===== src/rtl/kernel_weight_writer.sv =====
// Write side of the kernel-weight RAM: takes a valid/ready stream of weight words after a
// start pulse and stores them kernel-major, then channel, then row-major taps.
module kernel_weight_writer #(
    parameter int ADDR_WIDTH       = 16,
    parameter int DATA_WIDTH       = 32,
    parameter int N_CHANNELS       = 3,
    parameter int N_KERNELS        = 3,
    parameter int KERNEL_SIZE      = 3,
    parameter int KERNEL_BASE_ADDR = 0
) (
    input  logic                          clock_i,
    input  logic                          reset_i,
    input  logic                          start_i,
    input  logic [DATA_WIDTH-1:0]         data_i,
    input  logic                          data_valid_i,
    output logic                          data_ready_o,
    output logic [ADDR_WIDTH-1:0]         wraddress_o,
    output logic [DATA_WIDTH-1:0]         wrdata_o,
    output logic                          wren_o,
    output logic [$clog2(N_KERNELS):0]    kernel_index_o,
    output logic [$clog2(N_CHANNELS):0]   channel_index_o,
    output logic                          kernel_done_o,
    output logic                          busy_o,
    output logic                          done_o
);

    localparam int TAPS  = KERNEL_SIZE * KERNEL_SIZE;
    localparam int TAP_W = $clog2(TAPS) + 1;
    localparam int KW    = $clog2(N_KERNELS) + 1;
    localparam int CW    = $clog2(N_CHANNELS) + 1;

    localparam logic [TAP_W-1:0]      TAP_LAST = TAP_W'(TAPS - 1);
    localparam logic [CW-1:0]         CH_LAST  = CW'(N_CHANNELS - 1);
    localparam logic [KW-1:0]         K_LAST   = KW'(N_KERNELS - 1);
    localparam logic [ADDR_WIDTH-1:0] BASE     = ADDR_WIDTH'(KERNEL_BASE_ADDR);

    typedef enum logic [1:0] {
        S_IDLE,
        S_LOAD,
        S_DONE
    } state_t;

    state_t                state, next_state;
    logic [TAP_W-1:0]      tap;
    logic [ADDR_WIDTH-1:0] word_count;
    logic                  accept;
    logic                  start_load;
    logic                  last_tap;
    logic                  last_channel;
    logic                  last_word;

    assign accept       = data_valid_i & data_ready_o;
    assign start_load   = start_i & (state != S_LOAD);
    assign last_tap     = (tap == TAP_LAST);
    assign last_channel = last_tap & (channel_index_o == CH_LAST);
    assign last_word    = last_channel & (kernel_index_o == K_LAST);

    // NOTE: sequential state uses non-blocking assignments so every register
    // samples the pre-edge values of its neighbours, independent of block order.
    always_ff @(posedge clock_i) begin
        if (reset_i) begin
            state <= S_IDLE;
        end else begin
            state <= next_state;
        end
    end

    // NOTE: defaulting every comb output first keeps unlisted paths from inferring latches.
    always_comb begin
        next_state = state;
        case (state)
            S_IDLE:  if (start_i) next_state = S_LOAD;
            S_LOAD:  if (accept && last_word) next_state = S_DONE;
            S_DONE:  if (start_i) next_state = S_LOAD;
            default: next_state = S_IDLE;
        endcase
    end

    always_comb begin
        data_ready_o = 1'b0;
        busy_o       = 1'b0;
        if (state == S_LOAD) begin
            data_ready_o = 1'b1;
            busy_o       = 1'b1;
        end
    end

    always_ff @(posedge clock_i) begin
        if (reset_i) begin
            wren_o          <= 1'b0;
            wraddress_o     <= '0;
            wrdata_o        <= '0;
            kernel_done_o   <= 1'b0;
            done_o          <= 1'b0;
            tap             <= '0;
            channel_index_o <= '0;
            kernel_index_o  <= '0;
            word_count      <= '0;
        end else begin
            wren_o        <= accept;
            kernel_done_o <= accept & last_channel;
            // done follows the first DONE cycle so it rises after the final write lands
            done_o        <= (state == S_DONE) && (next_state == S_DONE);

            if (start_load) begin
                tap             <= '0;
                channel_index_o <= '0;
                kernel_index_o  <= '0;
                word_count      <= '0;
            end else if (accept) begin
                wraddress_o <= BASE + word_count;
                wrdata_o    <= data_i;
                word_count  <= word_count + ADDR_WIDTH'(1);
                if (last_tap) begin
                    tap <= '0;
                    if (channel_index_o == CH_LAST) begin
                        channel_index_o <= '0;
                        kernel_index_o  <= kernel_index_o + KW'(1);
                    end else begin
                        channel_index_o <= channel_index_o + CW'(1);
                    end
                end else begin
                    tap <= tap + TAP_W'(1);
                end
            end
        end
    end

endmodule


===== config.mk =====
export PLATFORM = sky130hd
export DESIGN_NAME = kernel_weight_writer
export DESIGN_NICKNAME = d
export VERILOG_FILES = /design/src/rtl/kernel_weight_writer.sv
export SDC_FILE = /design/constraint.sdc
export NUM_CORES = 1
export LEC_CHECK = 0
export CAP_MARGIN = 20
export CORE_MARGIN = 5
export CORE_UTILIZATION = 50
export DETAILED_ROUTE_END_ITERATION = 8
export PLACE_DENSITY = 0.84
export SYNTH_ARGS = -nofsm -noshare
export SYNTH_HDL_FRONTEND = slang
export SYNTH_SLANG_ARGS = --single-unit

===== constraint.sdc =====
create_clock -name clock_i -period 2.8 [get_ports clock_i]
set_input_delay 0.28 -clock clock_i [delete_from_list [all_inputs] [get_ports clock_i]]
set_output_delay 0.28 -clock clock_i [all_outputs]
set_load 0.01 [all_outputs]

==> flow_summary.json <==
{
  "outcome": "finished clean",
  "critical-path-max-stage-delay_ns": 0.63,
  "top_layer_used": "met4",
  "worst_ep_arrival_time_ns": 1.80,
  "synthesis.area_per_instance_um2": 8.270,
  "gp_routability_congestion": 0.8137,
  "synthToLayoutAreaGrowth_pct": 38.34,
  "layout_worst_path_cycle_share_pct": 74.16,
  "worstPathBufferInverterCount": 1,
  "synth_top_area_share_pct": 52.48,
  "timing.setup.critical_path_class": "register to primary output",
  "vias": 2748,
  "synthTopCellsByArea": "sky130_fd_sc_hd__dfxtp_1 (52%), sky130_fd_sc_hd__nand2_1 (14%), sky130_fd_sc_hd__a21oi_1 (9.7%), sky130_fd_sc_hd__xnor2_1 (2.9%), sky130_fd_sc_hd__nor2_1 (2.5%)",
  "total_leakage_power_nw": 1.445,
  "series_of_cell_instances_along_the_critical_path": "nor2b_1, clkdlybuf4s50_1",
  "cell_type_with_the_largest_total_area_after_synthesis": "sky130_fd_sc_hd__dfxtp_1",
  "start_kind": "register",
  "drt-vias-per-instance": 5.108,
  "cts-buffers-inserted": 9,
  "dpl-instance-area_mm2": 0.004033,
  "setup-violations-final": 0,
  "critPathCaptureType": "primary output",
  "post_synth_instance_area_mm2": 0.003052,
  "rsz0062_at_grt": "false",
  "post_cts.repair.setup_buffers": 0,
  "drt-met1-wl_um": 2972,
  "grt_pass1_wl_um": 11700,
  "start_util_pct": 51.54,
  "dieArea_mm2": 0.007766,
  "synth_enable_flop_cells": 0,
  "power.ir.vdd_worst_v": 0.0003637,
  "hold_viol": 0,
  "tritoncts": "yes",
  "grt-ovfl-total": 0,
  "skew_ns": 0.007932,
  "worst_pin_slew_ns": 0.5718,
  "ys_async_sr_fraction_pct": 0,
  "number_of_buffer_cells_added_on_primary_ports": 94,
  "clockRootBuffer": "sky130_fd_sc_hd__clkbuf_8",
  "drc": 0,
  "final_cells": 538,
  "holdCritPathClass": "register to register",
  "crit_fanout": 5,
  "postSynthRegisterBits": 80,
  "dpl.cell_count": 522,
  "initial_antenna_violation_count": 0,
  "antenna_violating_nets_post_route": 0,
  "synth-warning-count": 0,
  "routed-wl-met3_um": 620,
  "synth.most_common_cell": "sky130_fd_sc_hd__nand2_1",
  "met2_length_um": 3586,
  "die_w_um": 88.13,
  "synthTopCellsByCount": "sky130_fd_sc_hd__nand2_1 (110), sky130_fd_sc_hd__dfxtp_1 (80), sky130_fd_sc_hd__a21oi_1 (59)",
  "utilization_pct": 71.30,
  "total_number_of_h_tree_levels": 3,
  "rows": 28,
  "via_count_of_the_first_global_routing_pass": 2608,
  "route.detailed.wl_per_inst_um": 13.45,
  "timing.fmax_mhz": 481.6,
  "initialDrtViolationCount": 182,
  "drv_slew": 0,
  "maxCapViolations": 0,
  "sinks_on_the_clock_net": 80,
  "slew_headroom_pct": 61.36,
  "critPathSlowestCell": "sky130_fd_sc_hd__clkdlybuf4s50_1",
  "tmin_final_ns": 2.076,
  "critical_path_required_ns": 2.52,
  "power_per_cell_area_mw_per_mm2": 516.5,
  "post_cts_resize_count": 0,
  "finalInstanceArea_mm2": 0.004222,
  "total_negative_slack_for_setup_checks_ns": 0,
  "synthFlopType": "sky130_fd_sc_hd__dfxtp_1",
  "track_usage_pct": 19.05,
  "yosys.cell_types.count": 37,
  "synth-seq-area-share_pct": 52.48,
  "route.final.wire_length_um": 7234,
  "hold_fix_buffer_count_after_cts": 0,
  "timing.critical_path.max_delay_family": "buffers and inverters",
  "antenna_cells_inserted": 0,
  "clkTransAtPathRegs_ns": 0.08,
  "io-pin-count": 95,
  "nNetsFinal": 499,
  "design.core.area_mm2": 0.005921,
  "clk-insertion-delay-late_ns": 0.34,
  "filler_cell_count": 478,
  "post-dp-hpwl_um": 4985,
  "grt_start_max_net_pins": 60,
  "synth_cells": 369,
  "cts_buffer_depth": 2,
  "synth.net_count": 410,
  "post_route_cells_drive_above_1_share_pct": 6.048,
  "chipHeight_um": 88.13,
  "detailedRoute.firstPassIterationCount": 4
}
-- kinds of logic (layout without fill, tap and decap cells) --
| kind of cell | count (synthesis) | count (layout) | share of synthesized area, % |
|---|---|---|---|
| and+or+nand+nor | 167 | 167 | 24.44 |
| DFF | 80 | 80 | 52.48 |
| AOI/OAI and AO/OA | 69 | 69 | 11.89 |
| buffers and inverters | 31 | 125 | 4.223 |
| xor gates and xnor gates | 16 | 16 | 4.592 |
| adders and majority gates | 5 | 5 | 2.050 |
| muxes | 1 | 1 | 0.3280 |
-- path summary, 6_finish.rpt --
check                                  from                             end  slack, ns  cells past startpoint
setup / recovery        state[0]$_SDFF_PP0_                    data_ready_o       0.72                      2
hold / removal    wrdata_o[20]$_SDFFE_PP0P_       wrdata_o[20]$_SDFFE_PP0P_       0.45                      2
hold reg to reg   wrdata_o[20]$_SDFFE_PP0P_       wrdata_o[20]$_SDFFE_PP0P_       0.45                      2
setup reg to reg        tap[0]$_SDFFE_PP0P_  kernel_index_o[1]$_SDFFE_PP0P_       0.89                      6
-- where the power goes --
group | switching [mW] | leakage [nW] | internal [mW]
Sequential | 0.0128 | 0.647 | 1.16
Clock | 0.403 | 0.0856 | 0.411
Combinational | 0.0932 | 0.712 | 0.102
Total | 0.509 | 1.45 | 1.67
-- metrics by stage --
step	hold WS, ns	total power, mW	setup WS (ns)
after floorplan	0.3698	1.283	1.166
after global placement	0.4409	1.389	0.7606
after detailed placement	0.4459	1.393	0.7267
after CTS	0.4358	2.203	0.7185
after global routing	0.4679	2.267	0.5900
final	0.4548	2.181	0.7235
-- layout make-up --
class,instances,area [um^2],area share [%]
Multi-Input combinational cell,258,1323,31.33
Clock inverter,5,57.56,1.363
Tap cell,75,93.84,2.223
Timing Repair Buffer,100,980.9,23.24
Clock buffer,11,131.4,3.112
Inverter,9,33.78,0.8002
Sequential cell,80,1602,37.94
-- per-layer routing --
metal	GRT usage, %	vias to the layer above
li1	-	1393
met1	21.25	1269
met2	33.90	81
met3	7.338	5
met4	5.220	0
met5	0	-
-- placed cells by master, fill, tap and decap left out, types with 2 or more instances in the layout --
cell                              instances
sky130_fd_sc_hd__a21oi_1                 59
sky130_fd_sc_hd__and2_1                   2
sky130_fd_sc_hd__buf_4                    6
sky130_fd_sc_hd__clkbuf_1                 2
sky130_fd_sc_hd__clkbuf_8                 9
sky130_fd_sc_hd__clkdlybuf4s50_1         93
sky130_fd_sc_hd__clkinvlp_4               3
sky130_fd_sc_hd__dfxtp_1                 80
sky130_fd_sc_hd__ha_1                     5
sky130_fd_sc_hd__inv_1                    9
sky130_fd_sc_hd__nand2_1                110
sky130_fd_sc_hd__nand2b_1                 2
sky130_fd_sc_hd__nand3_1                  4
sky130_fd_sc_hd__nand4_1                  7
sky130_fd_sc_hd__nor2_1                  20
sky130_fd_sc_hd__nor3_1                   3
sky130_fd_sc_hd__nor4_1                   3
sky130_fd_sc_hd__o21ai_0                  5
sky130_fd_sc_hd__or2_2                    2
sky130_fd_sc_hd__or3_1                    5
sky130_fd_sc_hd__xnor2_1                 10
sky130_fd_sc_hd__xor2_1                   6
-- sequential cells by signal, summed over array words and instances, names as in the netlist --
register         count
wrdata_o            32
word_count          16
wraddress_o         16
tap                  5
channel_index_o      3
kernel_index_o       3
state                2
done_o               1
kernel_done_o        1
wren_o               1
-- worst register-to-register path: stages, from the launching register on --
cell and delay (ns):
sky130_fd_sc_hd__dfxtp_1 0.34, sky130_fd_sc_hd__inv_1 0.08, sky130_fd_sc_hd__ha_1 0.14, sky130_fd_sc_hd__nor4bb_1 0.53, sky130_fd_sc_hd__nand3_1 0.30, sky130_fd_sc_hd__or2_2 0.35
sky130_fd_sc_hd__a21oi_1 0.11
(Power assumes the default switching activity.)
